[src/rtl/pipe_addsub_pkg.sv]
// Shared types and helpers for the pipelined adder/subtractor.
// The optional flag outputs are enabled by PIPE_ADDSUB_FLAGS_EN.
package pipe_addsub_pkg;

    typedef enum logic {
        OP_ADD = 1'b0,
        OP_SUB = 1'b1
    } op_t;

    function automatic int chunk_w(input int width, input int stages);
        return width / stages;
    endfunction

endpackage

[src/rtl/pipe_addsub_if.sv]
// Operand/result valid-ready bundle for pipe_addsub.
// The flags signal exists only when PIPE_ADDSUB_FLAGS_EN is defined.
interface pipe_addsub_if #(
    parameter int WIDTH = 32
);
    import pipe_addsub_pkg::*;

    logic             in_valid;
    logic             in_ready;
    op_t              op;
    logic [WIDTH-1:0] a;
    logic [WIDTH-1:0] b;
    logic             cin;
    logic             out_valid;
    logic             out_ready;
    logic [WIDTH-1:0] sum;
    logic             cout;
`ifdef PIPE_ADDSUB_FLAGS_EN
    logic [3:0]       flags;
`endif

    modport master (
        output in_valid, op, a, b, cin, out_ready,
`ifdef PIPE_ADDSUB_FLAGS_EN
        input  flags,
`endif
        input  in_ready, out_valid, sum, cout
    );

    modport slave (
        input  in_valid, op, a, b, cin, out_ready,
`ifdef PIPE_ADDSUB_FLAGS_EN
        output flags,
`endif
        output in_ready, out_valid, sum, cout
    );

endinterface

[src/rtl/pipe_addsub_chunk_stage.sv]
// One pipeline slice: a CHUNK-bit add with registered sum, carry and valid.
// Loads only when en is high so the whole pipe freezes together under back-pressure.
module addsub_chunk_stage #(
    parameter int CHUNK = 8
) (
    input  logic             clk,
    input  logic             rst,
    input  logic             en,
    input  logic             valid_i,
    input  logic [CHUNK-1:0] a_i,
    input  logic [CHUNK-1:0] b_i,
    input  logic             carry_i,
    output logic             valid_o,
    output logic [CHUNK-1:0] sum_o,
    output logic             carry_o
);

    logic             valid_d, valid_q;
    logic [CHUNK-1:0] sum_d, sum_q;
    logic             carry_d, carry_q;

    always_comb begin
        valid_d          = valid_i;
        {carry_d, sum_d} = {1'b0, a_i} + {1'b0, b_i} + {{CHUNK{1'b0}}, carry_i};
    end

    // NOTE: state is updated with non-blocking assignments so every stage samples
    // its neighbour's pre-edge value; blocking here would collapse the pipeline.
    always_ff @(posedge clk or posedge rst) begin
        if (rst) begin
            valid_q <= 1'b0;
            sum_q   <= '0;
            carry_q <= 1'b0;
        end else if (en) begin
            valid_q <= valid_d;
            sum_q   <= sum_d;
            carry_q <= carry_d;
        end
    end

    assign valid_o = valid_q;
    assign sum_o   = sum_q;
    assign carry_o = carry_q;

endmodule

[src/rtl/pipe_addsub.sv]
// Pipelined add/subtract: carry chain split into STAGES chunks with skew/deskew registers.
// Define PIPE_ADDSUB_FLAGS_EN to add the registered {N,Z,V,C} flags output.
module pipe_addsub
    import pipe_addsub_pkg::*;
#(
    parameter int WIDTH  = 32,
    parameter int STAGES = 4
) (
    input  logic         clk,
    input  logic         rst,
    pipe_addsub_if.slave bus
);

    localparam int CHUNK = chunk_w(WIDTH, STAGES);

    if (STAGES < 1 || STAGES > WIDTH || (WIDTH % STAGES) != 0) begin : g_bad_cfg
        $error("pipe_addsub: WIDTH must be a multiple of STAGES with 1 <= STAGES <= WIDTH");
    end

    logic             advance;
    logic             accept;
    logic             out_valid;
    logic [WIDTH-1:0] b_eff;
    logic             cin_eff;

    // Subtraction is a + ~b + 1, so the inversion and forced carry happen before stage 0.
    always_comb begin
        b_eff   = (bus.op == OP_SUB) ? ~bus.b : bus.b;
        cin_eff = (bus.op == OP_SUB) ? 1'b1 : bus.cin;
        advance = !out_valid || bus.out_ready;
        accept  = bus.in_valid && advance;
    end

    for (genvar k = 0; k < STAGES; k++) begin : g_stage
        localparam int OPW = (STAGES - k) * CHUNK;

        logic [OPW-1:0]         a_in;
        logic [OPW-1:0]         b_in;
        logic                   carry_in;
        logic                   valid_in;
        logic                   valid_q;
        logic                   carry_q;
        logic [CHUNK-1:0]       chunk_q;
        logic [(k+1)*CHUNK-1:0] sum_acc;
`ifdef PIPE_ADDSUB_FLAGS_EN
        logic [1:0]             msb_in;
        logic [1:0]             msb_q;

        always_ff @(posedge clk or posedge rst) begin
            if (rst)          msb_q <= '0;
            else if (advance) msb_q <= msb_in;
        end
`endif

        if (k == 0) begin : g_head
            assign a_in     = bus.a;
            assign b_in     = b_eff;
            assign carry_in = cin_eff;
            assign valid_in = accept;
            assign sum_acc  = chunk_q;
`ifdef PIPE_ADDSUB_FLAGS_EN
            assign msb_in   = {bus.a[WIDTH-1], b_eff[WIDTH-1]};
`endif
        end else begin : g_body
            // Upper operand chunks wait here; finished lower sum chunks ride alongside.
            logic [OPW-1:0]     a_d, a_q;
            logic [OPW-1:0]     b_d, b_q;
            logic [k*CHUNK-1:0] lo_d, lo_q;

            always_comb begin
                a_d  = g_stage[k-1].a_in[OPW+CHUNK-1:CHUNK];
                b_d  = g_stage[k-1].b_in[OPW+CHUNK-1:CHUNK];
                lo_d = g_stage[k-1].sum_acc;
            end

            always_ff @(posedge clk or posedge rst) begin
                if (rst) begin
                    a_q  <= '0;
                    b_q  <= '0;
                    lo_q <= '0;
                end else if (advance) begin
                    a_q  <= a_d;
                    b_q  <= b_d;
                    lo_q <= lo_d;
                end
            end

            assign a_in     = a_q;
            assign b_in     = b_q;
            assign carry_in = g_stage[k-1].carry_q;
            assign valid_in = g_stage[k-1].valid_q;
            assign sum_acc  = {chunk_q, lo_q};
`ifdef PIPE_ADDSUB_FLAGS_EN
            assign msb_in   = g_stage[k-1].msb_q;
`endif
        end

        addsub_chunk_stage #(.CHUNK(CHUNK)) u_chunk (
            .clk     (clk),
            .rst     (rst),
            .en      (advance),
            .valid_i (valid_in),
            .a_i     (a_in[CHUNK-1:0]),
            .b_i     (b_in[CHUNK-1:0]),
            .carry_i (carry_in),
            .valid_o (valid_q),
            .sum_o   (chunk_q),
            .carry_o (carry_q)
        );
    end

    assign out_valid     = g_stage[STAGES-1].valid_q;
    assign bus.out_valid = out_valid;
    assign bus.in_ready  = advance;
    assign bus.sum       = g_stage[STAGES-1].sum_acc;
    assign bus.cout      = g_stage[STAGES-1].carry_q;

`ifdef PIPE_ADDSUB_FLAGS_EN
    logic a_msb, b_msb, s_msb;

    // Z is qualified by out_valid so the flags read all-zero straight out of reset.
    always_comb begin
        a_msb     = g_stage[STAGES-1].msb_q[1];
        b_msb     = g_stage[STAGES-1].msb_q[0];
        s_msb     = bus.sum[WIDTH-1];
        bus.flags = {s_msb,
                     out_valid && (bus.sum == '0),
                     (a_msb == b_msb) && (s_msb != a_msb),
                     bus.cout};
    end
`endif

endmodule
[src/flat_wrapper.sv]
// flat-port wrapper written by rule: the top's interface ports become plain ports
module pipe_addsub_flat import pipe_addsub_pkg::*;
#(
    parameter int WIDTH  = 32,
    parameter int STAGES = 4
)
  (clk, rst, bus_in_valid, bus_op, bus_a, bus_b, bus_cin, bus_out_ready, bus_in_ready, bus_out_valid, bus_sum, bus_cout);
  pipe_addsub_if #(.WIDTH(WIDTH)) bus_i ();
  input  logic clk;
  input  logic rst;
  input wire logic [$bits(bus_i.in_valid)-1:0] bus_in_valid;
  input wire logic [$bits(bus_i.op)-1:0] bus_op;
  input wire logic [$bits(bus_i.a)-1:0] bus_a;
  input wire logic [$bits(bus_i.b)-1:0] bus_b;
  input wire logic [$bits(bus_i.cin)-1:0] bus_cin;
  input wire logic [$bits(bus_i.out_ready)-1:0] bus_out_ready;
  output wire logic [$bits(bus_i.in_ready)-1:0] bus_in_ready;
  output wire logic [$bits(bus_i.out_valid)-1:0] bus_out_valid;
  output wire logic [$bits(bus_i.sum)-1:0] bus_sum;
  output wire logic [$bits(bus_i.cout)-1:0] bus_cout;
  assign bus_i.in_valid = bus_in_valid;
  assign bus_i.op = bus_op;
  assign bus_i.a = bus_a;
  assign bus_i.b = bus_b;
  assign bus_i.cin = bus_cin;
  assign bus_i.out_ready = bus_out_ready;
  assign bus_in_ready = bus_i.in_ready;
  assign bus_out_valid = bus_i.out_valid;
  assign bus_sum = bus_i.sum;
  assign bus_cout = bus_i.cout;
  pipe_addsub #(.WIDTH(WIDTH), .STAGES(STAGES)) u_core (.clk(clk), .rst(rst), .bus(bus_i));
endmodule
[config.mk]
export PLATFORM = sky130hd
export DESIGN_NAME = pipe_addsub_flat
export DESIGN_NICKNAME = d
export VERILOG_FILES = /design/src/rtl/pipe_addsub_pkg.sv /design/src/rtl/pipe_addsub_if.sv /design/src/rtl/pipe_addsub_chunk_stage.sv /design/src/rtl/pipe_addsub.sv /design/src/flat_wrapper.sv
export SDC_FILE = /design/constraint.sdc
export NUM_CORES = 1
export LEC_CHECK = 0
export ABC_AREA = 1
export BUFFER_PORTS_ARGS = -buffer_cell sky130_fd_sc_hd__buf_2
export CAP_MARGIN = 10
export CORE_MARGIN = 3
export CORE_UTILIZATION = 50
export CTS_BUF_LIST = sky130_fd_sc_hd__clkbuf_2
export DETAILED_ROUTE_END_ITERATION = 12
export GPL_TIMING_DRIVEN = 1
export PLACE_DENSITY = 0.7
export SYNTH_ARGS = -nofsm -noshare
export SYNTH_HDL_FRONTEND = slang
export SYNTH_HIERARCHICAL = 1
export SYNTH_SLANG_ARGS = --single-unit
[constraint.sdc]
create_clock -name clk -period 5.55 [get_ports clk]
set_clock_uncertainty 0.2 [all_clocks]
set_input_delay 0.8325 -clock clk [delete_from_list [all_inputs] [get_ports clk]]
set_output_delay 0.8325 -clock clk [all_outputs]
set_load 0.03 [all_outputs]
==> summary.txt, run 1 <==
GRT
  • First-pass GRT wire length: 30300 µm
  • Largest net degree at the start of global routing: 152
  • Overall Global Routing Usage: 0.189
  • Vias in the first global route: 6316
  • Initial antenna violation count: 1
  • Total grt overflow: 0

Run
  • Max-Cap Viols: 0

Clock network
  • CTS tree: done
  • CTS Buffer Depth: 2
  • Clk root buf: clkbuf_2
  • Clock sinks: 184
  • # Post-CTS Setup Buffers: 0
  • Clock buffer count from CTS: 17
  • H-tree levels: 4
  • Post-CTS sizing: 0
  • Clk Latency, worst-skew pair: 730 ps
  • Clock slew at reported path FFs: 240 ps
  • CTS Hold Bufs: 22

Layout
  • Final core utilization: 0.575
  • Post-route cell area: 0.00994 mm²
  • Share of cells above drive strength 1: 0.158
  • Total Nets Final: 1272
  • Fillers: 1603
  • Area Growth Syn to Fin: 12.2%

Routing
  • Vias per cell: 4.76
  • DR vias: 6683
  • DR top layer: met4
  • Metal2 WL: 8260 µm
  • Detailed Route Iter0 Violations: 393
  • Drt drc: 0
  • DRT Pass-1 Iters: 4
  • Final wirelength: 17600 µm
  • DR WL/cell: 12.6 µm
  • Routed Antenna Nets: 0
  • Met3 wire len: 572 µm
  • Met1 WL: 8440 µm

Timing
  • Fmax achieved: 308 MHz
  • Final setup viols: 0
  • Tmin final: 3250 ps
  • Final worst path period share: 0.585
  • Unrepaired setup endpoints after global routing: no
  • Worst rel slew slack: 0.393
  • Measured slew at the worst slew-check pin: 911 ps
  • Number of hold violations in the final report: 0
  • Max Slew Vio Count: 0
  • Setup_tns: 0 ps

Die
  • DIE HEIGHT: 139 µm
  • Core area: 0.0173 mm²
  • Top Ports: 105
  • Initial core utilization: 0.512
  • Die X: 139 µm
  • Full die area: 0.0194 mm²
  • Floorplan row count: 48

Yosys
  • Number of synthesis warnings: 6
  • EDFF count, synth: 0
  • FF+latch count, synth: 184
  • Netlist cell types: 29
  • Cell taking the most area after synthesis: dfrtp_1
  • Sequential share of the synthesized area: 0.520
  • Avg Inst Size Synth: 8.38 µm²
  • Syn nets: 1163
  • Cells after synthesis: 1057
  • Post-synthesis cell area: 0.00886 mm²
  • Ys flop type: dfrtp_1
  • Ys async rst share: 1.00
  • Area contributors post-synth: dfrtp_1, nand2_1, ha_1, inv_1, nand3_1
  • Top-count cell post-synth: nand2_1
  • Top cells by count, synth: nand2_1, dfrtp_1, inv_1
  • Top-area cell type share of the netlist area: 0.520

Pwr
  • Seq pwr share: 0.423
  • Peak supply drop: 0.280 mV
  • Clock network power share: 0.129
  • Comb pwr share: 0.448
  • P_int: 3.01 mW
  • Power density over the cells: 532 mW/mm²
  • Leakage: 5.42 nW
  • Sw Share: 0.430
  • P_sw: 2.27 mW

Setup path
  • Crit path launch type: flip-flop
  • Critical path cell sequence: nand2_8 -> buf_2
  • Worst-path fanout max: 151
  • Crit path max-delay cell type: nand2_8
  • Crit path kind: flip-flop to primary output
  • Arrival time of the worst setup path: 2210 ps
  • Worst path required time: 4520 ps
  • Critical Path Source: u_core/g_stage[3].u_chunk/valid_o
  • Reg2Reg Setup Slack: 3050 ps
  • Critical Path End Type: primary output
  • CP peak stage delay: 590 ps
  • Worst R2R Start: u_core/g_stage[3].u_chunk/valid_o

Placed design
  • I/O Buffers: 104
  • DP Area: 0.00948 mm²
  • DP Wirelength: 12100 µm
  • Placer Congestion: 0.851

Min path
  • Start point of the worst hold path: bus_a[8]
  • Hold/Removal Path Class: primary input to flip-flop

Status
  • Outcome: finished, final reports clean
power by group through the flow:
stage	logic, mW	registers [mW]	clock network (mW)
2_1_floorplan	1.64	2.43	0
3_3_place_gp	2.29	2.26	0
3_5_place_dp	2.36	2.27	0
4_1_cts	2.38	2.24	0.722
5_1_grt	2.70	2.31	0.767
6_report	2.37	2.24	0.684
metal layers:
metal | vias to the layer above | GRT usage
met3 | 26 | 0.0372
met2 | 111 | 0.301
met5 | - | 0
met1 | 3051 | 0.260
li1 | 3495 | -
met4 | 0 | 0.0659
area by class of cell:
type / instances / area [µm²] / area share
sequential: 184 / 4600 / 0.463
multi-input combinational: 732 / 3650 / 0.368
timing repair buffer: 130 / 771 / 0.0776
inverter: 101 / 384 / 0.0387
tap: 225 / 282 / 0.0283
clock inverter: 14 / 155 / 0.0156
clock buffer: 17 / 85.1 / 0.00856
antenna: 1 / 2.50 / 0.000252
flip-flops by register name (all words and copies together) (netlist names):
name / flops
u_core/g_stage.a_in: 48
u_core/g_stage.b_in: 48
u_core/g_stage.g_body.lo_q: 48
u_core/g_stage.u_chunk/sum_o: 32
u_core/g_stage.u_chunk/carry_o: 4
u_core/g_stage.u_chunk/valid_o: 4
logic make-up (layout without fill, tap and decap cells):
logic type | count (synthesis) | after routing | synth area share
AND/OR/NAND/NOR | 588 | 588 | 0.283
XOR/XNOR | 8 | 8 | 0.00791
adder cells (fa/ha/maj) | 36 | 36 | 0.0576
other | 0 | 1 | 0
buffers and inverters | 141 | 262 | 0.0692
flip-flops | 184 | 184 | 0.520
AO/OA/AOI/OAI | 100 | 100 | 0.0627
per-stage QoR:
| stage | power, mW | hold WS, ps | setup WS, ps | instances |
|---|---|---|---|---|
| 6_report | 5.29 | 122 | 2300 | 1404 |
| 5_1_grt | 5.78 | 49.0 | 2020 | 1404 |
| 4_1_cts | 5.35 | 3.25 | 2090 | 1403 |
| 3_5_place_dp | 4.64 | 258 | 2220 | 1350 |
| 3_3_place_gp | 4.55 | 252 | 2280 | 1350 |
| 2_1_floorplan | 4.07 | 242 | 651 | 1057 |
worst max-delay path, delay by kind of cell (launching register included):
kind,cells,cell delay [ps]
buffers and inverters,1,330
AND/OR/NAND/NOR,1,590
flip-flops,1,560
final timing paths:
path                                                      endpoint  cells after the start
min in group asynchronous       u_core/g_stage[3].u_chunk/sum_o[2]                      3
worst max-delay path                                  bus_in_ready                      2
worst max register to register   u_core/g_stage[3].u_chunk/carry_o                      5
worst min register to register    u_core/g_stage[1].g_body.lo_q[5]                      2
max in group asynchronous        u_core/g_stage[3].g_body.lo_q[17]                      4
worst min-delay path                     u_core/g_stage[1].a_in[0]                      3
placed cells by master (no fill, tap or decap), drive strengths merged, types with 3 or more instances in the layout:
master / count
buf: 108
or2: 9
bufinv: 3
dfrtp: 184
clkbuf: 17
a21oi: 20
clkinv: 13
nor2: 22
fa: 8
nand3b: 8
ha: 28
dlygate4sd3: 22
nand3: 60
a211oi: 4
xor2: 8
inv: 98
nand2: 489
o21ai: 76
Power figures use the tool's default switching activity.
==> run 2: changes to the inputs <==
--- a/config.mk
+++ b/config.mk
@@ -13,7 +13,7 @@
 export CTS_BUF_LIST = sky130_fd_sc_hd__clkbuf_2
 export DETAILED_ROUTE_END_ITERATION = 12
 export GPL_TIMING_DRIVEN = 1
-export PLACE_DENSITY = 0.7
+export PLACE_DENSITY = 0.73
 export SYNTH_ARGS = -nofsm -noshare
 export SYNTH_HDL_FRONTEND = slang
 export SYNTH_HIERARCHICAL = 1
==> constraint.sdc (replaced) <==
create_clock -name clk -period 2.79 [get_ports clk]
set_clock_uncertainty 0.2 [all_clocks]
set_input_delay 0.4185 -clock clk [delete_from_list [all_inputs] [get_ports clk]]
set_output_delay 0.4185 -clock clk [all_outputs]
set_load 0.03 [all_outputs]
==> summary.txt, run 2 (synthesized netlist as in run 1, its figures left out) <==
Status
  • Outcome: finished, final reports clean (unchanged)

Placed design
  • Dpl cells: 1365 (was 1350)
  • I/O Buffers: 104 (unchanged)
  • DP Area: 0.00965 mm² (was 0.00948 mm²)
  • Placer Congestion: 0.836 (was 0.851)
  • DP Wirelength: 12900 µm (was 12100 µm)

Die
  • Top Ports: 105 (unchanged)
  • Full die area: 0.0194 mm² (unchanged)
  • DIE HEIGHT: 139 µm (unchanged)
  • Core area: 0.0173 mm² (unchanged)
  • Floorplan row count: 48 (unchanged)
  • Initial core utilization: 0.512 (unchanged)
  • Die X: 139 µm (unchanged)

Routing
  • Drt drc: 0 (unchanged)
  • Vias per cell: 4.81 (was 4.76)
  • DRT Pass-1 Iters: 4 (unchanged)
  • Final wirelength: 19600 µm (was 17600 µm)
  • Routed Antenna Nets: 0 (unchanged)
  • DR WL/cell: 13.0 µm (was 12.6 µm)
  • Detailed Route Iter0 Violations: 401 (was 393)
  • DR vias: 7254 (was 6683)

Setup path
  • CP peak stage delay: 520 ps (was 590 ps)
  • Crit path launch type: flip-flop (unchanged)
  • Worst path required time: 2170 ps (was 4520 ps)
  • Arrival time of the worst setup path: 1840 ps (was 2210 ps)
  • Crit path max-delay cell type: dfrtp_1 (was nand2_8)
  • Top delay family on crit path: flip-flops (was simple AND/OR/NAND/NOR gates)
  • Worst-path fanout max: 56 (was 151)
  • CP bufs+invs: 1 (unchanged)
  • Critical Path End Type: primary output (unchanged)
  • Critical path cell sequence: nand2_8 -> buf_2 (unchanged)
  • Crit path kind: flip-flop to primary output (unchanged)

Layout
  • Post-route cell area: 0.0109 mm² (was 0.00994 mm²)
  • Finished Layout Cells: 1508 (was 1404)
  • Share of cells above drive strength 1: 0.156 (was 0.158)
  • Most frequent cells in the layout: nand2_1, dfrtp_1, dlygate4sd3_1, buf_2, inv_1 (was nand2_1, dfrtp_1, buf_2, inv_1, nand3_1)
  • Total Nets Final: 1379 (was 1272)
  • Area Growth Syn to Fin: 23.4% (was 12.2%)
  • Most common cell after layout, fill and taps aside: nand2_1 (unchanged)

Pwr
  • Power density over the cells: 964 mW/mm² (was 532 mW/mm²)
  • Peak supply drop: 0.548 mV (was 0.280 mV)
  • Seq pwr share: 0.421 (was 0.423)
  • Leakage: 5.82 nW (was 5.42 nW)
  • P_int: 5.99 mW (was 3.01 mW)
  • Clock network power share: 0.099 (was 0.129)
  • P_sw: 4.56 mW (was 2.27 mW)
  • Comb pwr share: 0.480 (was 0.448)
  • Sw Share: 0.432 (was 0.430)

Timing
  • Final setup viols: 0 (unchanged)
  • Fmax achieved: 407 MHz
  • Final worst path period share: 0.880
  • Hold_ws: 90.0 ps (was 122 ps)
  • Max Slew Vio Count: 0 (unchanged)
  • Worst rel slew slack: 0.508 (was 0.393)
  • Setup_tns: 0 ps (unchanged)
  • Measured slew at the worst slew-check pin: 736 ps (was 911 ps)
  • Unrepaired setup endpoints after global routing: no (unchanged)
  • Tmin final: 2450 ps
  • Number of hold violations in the final report: 0 (unchanged)

Min path
  • Hold/Removal Path Class: primary input to flip-flop (unchanged)

Clock network
  • Clock slew at reported path FFs: 210 ps (was 240 ps)
  • Clk root buf: clkbuf_2 (unchanged)
  • Clk Latency, worst-skew pair: 720 ps (was 730 ps)
  • Clock sinks: 184 (unchanged)
  • H-tree levels: 4 (unchanged)
  • CTS Buffer Depth: 2 (unchanged)
  • Clock buffer count from CTS: 17 (unchanged)
  • Post-CTS sizing: 0 (unchanged)
  • CTS Hold Bufs: 114 (was 22)
  • # Post-CTS Setup Buffers: 0 (unchanged)
  • CTS tree: done (unchanged)

GRT
  • Vias in the first global route: 7126 (was 6316)
  • Initial antenna violation count: 1 (unchanged)
  • Largest net degree at the start of global routing: 77 (was 152)
  • Total grt overflow: 0 (unchanged)
  • Overall Global Routing Usage: 0.211 (was 0.189)
  • First-pass GRT wire length: 33900 µm (was 30300 µm)

Run
  • Max-Cap Viols: 0 (unchanged)
run 2: cell types whose count changed in the layout (fill, tap and decap cells not counted), moves of 2 or more:
| cell | previous run | this run |
|---|---|---|
| buf_12 | 0 | 5 |
| buf_4 | 4 | 14 |
| bufinv_16 | 3 | 0 |
| clkbuf_2 | 17 | 22 |
| clkinv_1 | 9 | 7 |
| dlygate4sd3_1 | 22 | 114 |
| inv_6 | 4 | 0 |
run 2: final cells by class:
class / instances / area (µm²)
antenna: 1 / 2.50
timing repair buffer: 237 / 1870
fill: 1462 / 6360
sequential: 184 / 4600
multi-input combinational: 732 / 3650
inverter: 101 / 383
clock inverter: 6 / 31.3
tap: 225 / 282
clock buffer: 22 / 110
run 2: worst reg2reg max path, stage by stage (launching register included):
cell           delay (ps)
dfrtp_1               550
inv_2                  80
nor2_4                570
buf_4                 290
nand2_1                60
nand2_1                60
dlygate4sd3_1         550
run 2: through the flow:
step | setup WS (ps) | util | power [mW]
CTS | 224 | 0.632 | 10.6
finish | 336 | 0.632 | 10.5
global route | 111 | 0.632 | 11.6
floorplan | 286 | - | 8.10
global placement | 338 | 0.558 | 9.14
detailed placement | 293 | 0.558 | 9.31
run 2: worst paths after layout:
kind / endpoint / slack (ps) / start / depth (start not counted)
max: bus_in_ready / 340 / u_core/g_stage[3].u_chunk/valid_o / 2
min: u_core/g_stage[0].u_chunk/sum_o[7] / 90 / bus_b[7] / 6
max reg2reg: u_core/g_stage[1].a_in[1] / 400 / u_core/g_stage[3].u_chunk/valid_o / 6
min reg2reg: u_core/g_stage[2].b_in[5] / 290 / u_core/g_stage[1].b_in[13] / 2
max in group asynchronous: u_core/g_stage[3].u_chunk/sum_o[5] / 890 / rst / 5
min in group asynchronous: u_core/g_stage[2].u_chunk/valid_o / 650 / rst / 4
run 2: metal layers:
layer  track usage  vias up  share of wire
li1              -     3705              -
met4        0.0566        0          0.014
met2         0.351      122           0.49
met1         0.283     3407           0.46
met3        0.0445       20          0.033
met5             0        -              0
run 2: power groups by stage:
stage          registers [mW]  logic, mW  clock network [mW]
2_1_floorplan            4.84       3.26                   0
3_3_place_gp             4.48       4.66                   0
3_5_place_dp             4.51       4.80                   0
4_1_cts                  4.45       5.06                1.09
5_1_grt                  4.59       5.75                1.21
6_report                 4.44       5.06                1.04
==> run 3: changes to the inputs <==
--- a/config.mk
+++ b/config.mk
@@ -5,7 +5,6 @@
 export SDC_FILE = /design/constraint.sdc
 export NUM_CORES = 1
 export LEC_CHECK = 0
-export ABC_AREA = 1
 export BUFFER_PORTS_ARGS = -buffer_cell sky130_fd_sc_hd__buf_2
 export CAP_MARGIN = 10
 export CORE_MARGIN = 3
@@ -14,6 +13,7 @@
 export DETAILED_ROUTE_END_ITERATION = 12
 export GPL_TIMING_DRIVEN = 1
 export PLACE_DENSITY = 0.73
+export SLEW_MARGIN = 40
 export SYNTH_ARGS = -nofsm -noshare
 export SYNTH_HDL_FRONTEND = slang
 export SYNTH_HIERARCHICAL = 1
==> summary.txt, run 3 <==
Status
  • Failing checks: setup timing
  • Outcome: finished, violations left (was finished, final reports clean)

Yosys
  • Post-synthesis cell area: 0.00932 mm² (was 0.00886 mm²)
  • Cells after synthesis: 646 (was 1057)
  • Syn nets: 752 (was 1163)
  • Ys async rst share: 1.00 (unchanged)
  • Area contributors post-synth: dfrtp_1, mux2_4, ha_1, xor2_1, mux2_2 (was dfrtp_1, nand2_1, ha_1, inv_1, nand3_1)
  • Number of synthesis warnings: 6 (unchanged)
  • Top-area cell type share of the netlist area: 0.494 (was 0.520)
  • Ys flop type: dfrtp_1 (unchanged)
  • Cell taking the most area after synthesis: dfrtp_1 (unchanged)
  • Top cells by count, synth: dfrtp_1, mux2_4, xor2_1 (was nand2_1, dfrtp_1, inv_1)
  • Sequential share of the synthesized area: 0.494 (was 0.520)
  • Netlist cell types: 40 (was 29)
  • Avg Inst Size Synth: 14.4 µm² (was 8.38 µm²)
  • EDFF count, synth: 0 (unchanged)
  • FF+latch count, synth: 184 (unchanged)
  • Top-count cell post-synth: dfrtp_1 (was nand2_1)

Routing
  • Routed Antenna Nets: 0 (unchanged)
  • DR top layer: met4 (unchanged)
  • DRT Pass-1 Iters: 4 (unchanged)
  • Detailed Route Iter0 Violations: 262 (was 401)
  • Final wirelength: 17400 µm (was 19600 µm)
  • Drt drc: 0 (unchanged)
  • Met1 WL: 8230 µm (was 9070 µm)
  • Met3 wire len: 620 µm (was 656 µm)
  • Vias per cell: 5.28 (was 4.81)
  • DR vias: 5613 (was 7254)
  • DR WL/cell: 16.4 µm (was 13.0 µm)
  • Metal2 WL: 8320 µm (was 9640 µm)

Timing
  • Final worst path period share: 1.01 (was 0.880)
  • Fmax achieved: 355 MHz (was 407 MHz)
  • Worst setup margin: -26.0 ps (was 336 ps)
  • Measured slew at the worst slew-check pin: 695 ps (was 736 ps)
  • Number of hold violations in the final report: 0 (unchanged)
  • Worst rel slew slack: 0.537 (was 0.508)
  • Final setup viols: 1 (was 0)
  • Tmin final: 2820 ps (was 2450 ps)
  • Max Slew Vio Count: 0 (unchanged)

GRT
  • Initial antenna violation count: 2 (was 1)
  • Overall Global Routing Usage: 0.174 (was 0.211)
  • First-pass GRT wire length: 28800 µm (was 33900 µm)
  • Total grt overflow: 0 (unchanged)
  • Vias in the first global route: 5847 (was 7126)
  • Largest net degree at the start of global routing: 80 (was 77)

Clock network
  • Clk Latency, worst-skew pair: 720 ps (about the same)
  • CTS tree: done (unchanged)
  • Clock buffer count from CTS: 17 (unchanged)
  • # Post-CTS Setup Buffers: 0 (unchanged)
  • H-tree levels: 4 (unchanged)
  • CTS Buffer Depth: 2 (unchanged)
  • Clk root buf: clkbuf_2 (unchanged)
  • Clock sinks: 184 (unchanged)
  • Clock slew at reported path FFs: 260 ps (was 210 ps)

Pwr
  • Peak supply drop: 0.388 mV (was 0.548 mV)
  • Power density over the cells: 1060 mW/mm² (was 964 mW/mm²)
  • Leakage: 5.38 nW (was 5.82 nW)

Die
  • DIE HEIGHT: 143 µm (was 139 µm)
  • Floorplan row count: 49 (was 48)
  • Top Ports: 105 (unchanged)
  • Die X: 143 µm (was 139 µm)
  • Full die area: 0.0203 mm² (was 0.0194 mm²)
  • Core area: 0.0181 mm² (was 0.0173 mm²)
  • Initial core utilization: 0.514 (was 0.512)

Setup path
  • CP peak stage delay: 580 ps (was 520 ps)
  • Most frequent CP cell: dlygate4sd3_1
  • Reg2Reg Setup Slack: 200 ps (was 400 ps)
  • CP bufs+invs: 3 (was 1)
  • Critical Path End Type: flip-flop (was primary output)
  • Top delay family on crit path: buffers and inverters (was flip-flops)
  • Crit path launch type: primary input (was flip-flop)
  • Crit path kind: primary input to flip-flop (was flip-flop to primary output)
  • Arrival time of the worst setup path: 3270 ps (was 1840 ps)
  • Crit path max-delay cell type: dlygate4sd3_1 (was dfrtp_1)
  • Critical path cell sequence: dlygate4sd3_1 -> buf_2 -> fa_1 -> fa_2 -> a211oi_4 -> nor2_1 -> o21ai_0 -> o311ai_1 -> dlygate4sd3_1 (was nand2_8 -> buf_2)
  • Worst-path fanout max: 3 (was 56)
  • Worst path required time: 3240 ps (was 2170 ps)

Layout
  • Most frequent cells in the layout: dfrtp_1, mux2_4, buf_2, dlygate4sd3_1, xor2_1 (was nand2_1, dfrtp_1, dlygate4sd3_1, buf_2, inv_1)
  • Most common cell after layout, fill and taps aside: dfrtp_1 (was nand2_1)
  • Total Nets Final: 926 (was 1379)
  • Fillers: 1388 (was 1462)
  • Area Growth Syn to Fin: 17.7% (was 23.4%)
  • Share of cells above drive strength 1: 0.409 (was 0.156)
  • Finished Layout Cells: 1063 (was 1508)
  • Final core utilization: 0.604 (was 0.632)

Placed design
  • Placer Congestion: 0.849 (was 0.836)
  • DP Wirelength: 11600 µm (was 12900 µm)
  • I/O Buffers: 104 (unchanged)
  • Dpl cells: 963 (was 1365)

Run
  • Max-Cap Viols: 0 (unchanged)

Min path
  • Hold/Removal Path Class: primary input to flip-flop (unchanged)
## run 3: cell count changes after synthesis, sizes merged, moves of 12 or more
cell	delta
a211oi	+12
inv	-78
mux2	+163
nand2	-472
nand3	-56
o21ai	-44
o22ai	+12
xor2	+24
## run 3: worst paths after layout
path                            cells after the start                               start                                 end
worst max-delay path                                9                            bus_a[0]  u_core/g_stage[0].u_chunk/sum_o[6]
min in group asynchronous                           4                                 rst  u_core/g_stage[2].u_chunk/sum_o[6]
worst min register to register                      1  u_core/g_stage[2].u_chunk/sum_o[7]   u_core/g_stage[3].g_body.lo_q[23]
worst min-delay path                                5                            bus_b[7]  u_core/g_stage[0].u_chunk/sum_o[7]
worst max register to register                      6           u_core/g_stage[2].a_in[0]  u_core/g_stage[2].u_chunk/sum_o[6]
max in group asynchronous                           6                                 rst          u_core/g_stage[1].a_in[16]
## run 3: worst register-to-register path, stage by stage, from the launching register on
cell      delay (ps)
dfrtp_1          450
fa_1             530
fa_1             480
a211oi_2         270
nor2_1           110
o21ai_0          140
or3b_1           360
## run 3: what timing repair did
item | CTS | global route
endpoints found under the setup margin | 0 | 2
hold buffers | 66 | 0
hold endpoints to repair | 242 | 0
resized for setup | 0 | 2
## run 3: area by class of cell
| class | count | area (µm²) | area share |
|---|---|---|---|
| clock inverter | 13 | 155 | 0.0141 |
| clock buffer | 18 | 90.1 | 0.00821 |
| sequential | 184 | 4600 | 0.420 |
| inverter | 17 | 67.6 | 0.00616 |
| timing repair buffer | 186 | 1350 | 0.123 |
| tap | 229 | 287 | 0.0261 |
| antenna | 2 | 5.00 | 0.000456 |
| multi-input combinational | 414 | 4410 | 0.402 |
## run 3: logic make-up (layout without fill, tap and decap cells)
family                   Yosys count  after routing  synth area share
AND/OR/NAND/NOR                   66             67            0.0377
multiplexers                     171            171             0.262
flip-flops                       184            184             0.494
buffers and inverters             49            234            0.0356
AO/OA/AOI/OAI                    100            100            0.0779
other                              0              2                 0
adder cells (fa/ha/maj)           36             36            0.0548
XOR/XNOR                          40             40            0.0376
## run 3: power breakdown
group	internal [mW]	switching (mW)
Clock	0.496	0.890
Sequential	3.80	0.734
Combinational	3.02	2.73
## run 3: per-layer routing
metal | GRT usage | up-vias
li1 | - | 2665
met2 | 0.278 | 128
met5 | 0 | -
met4 | 0.0520 | 0
met3 | 0.0346 | 16
met1 | 0.242 | 2804
## run 3: metrics by stage
stage                     hold slack, ps  setup TNS (ps)  setup WS [ps]  power, mW  area (µm²)
after floorplan                     58.7               0           26.1       9.06        9330
final                                113           -26.0          -26.0       11.7       11000
after global placement               290               0           85.1       9.94       10000
after CTS                           9.49               0           11.5       11.7       10900
after detailed placement             292               0           37.0       10.2       10000
after global routing                12.5           -10.3          -10.3       12.5       11000
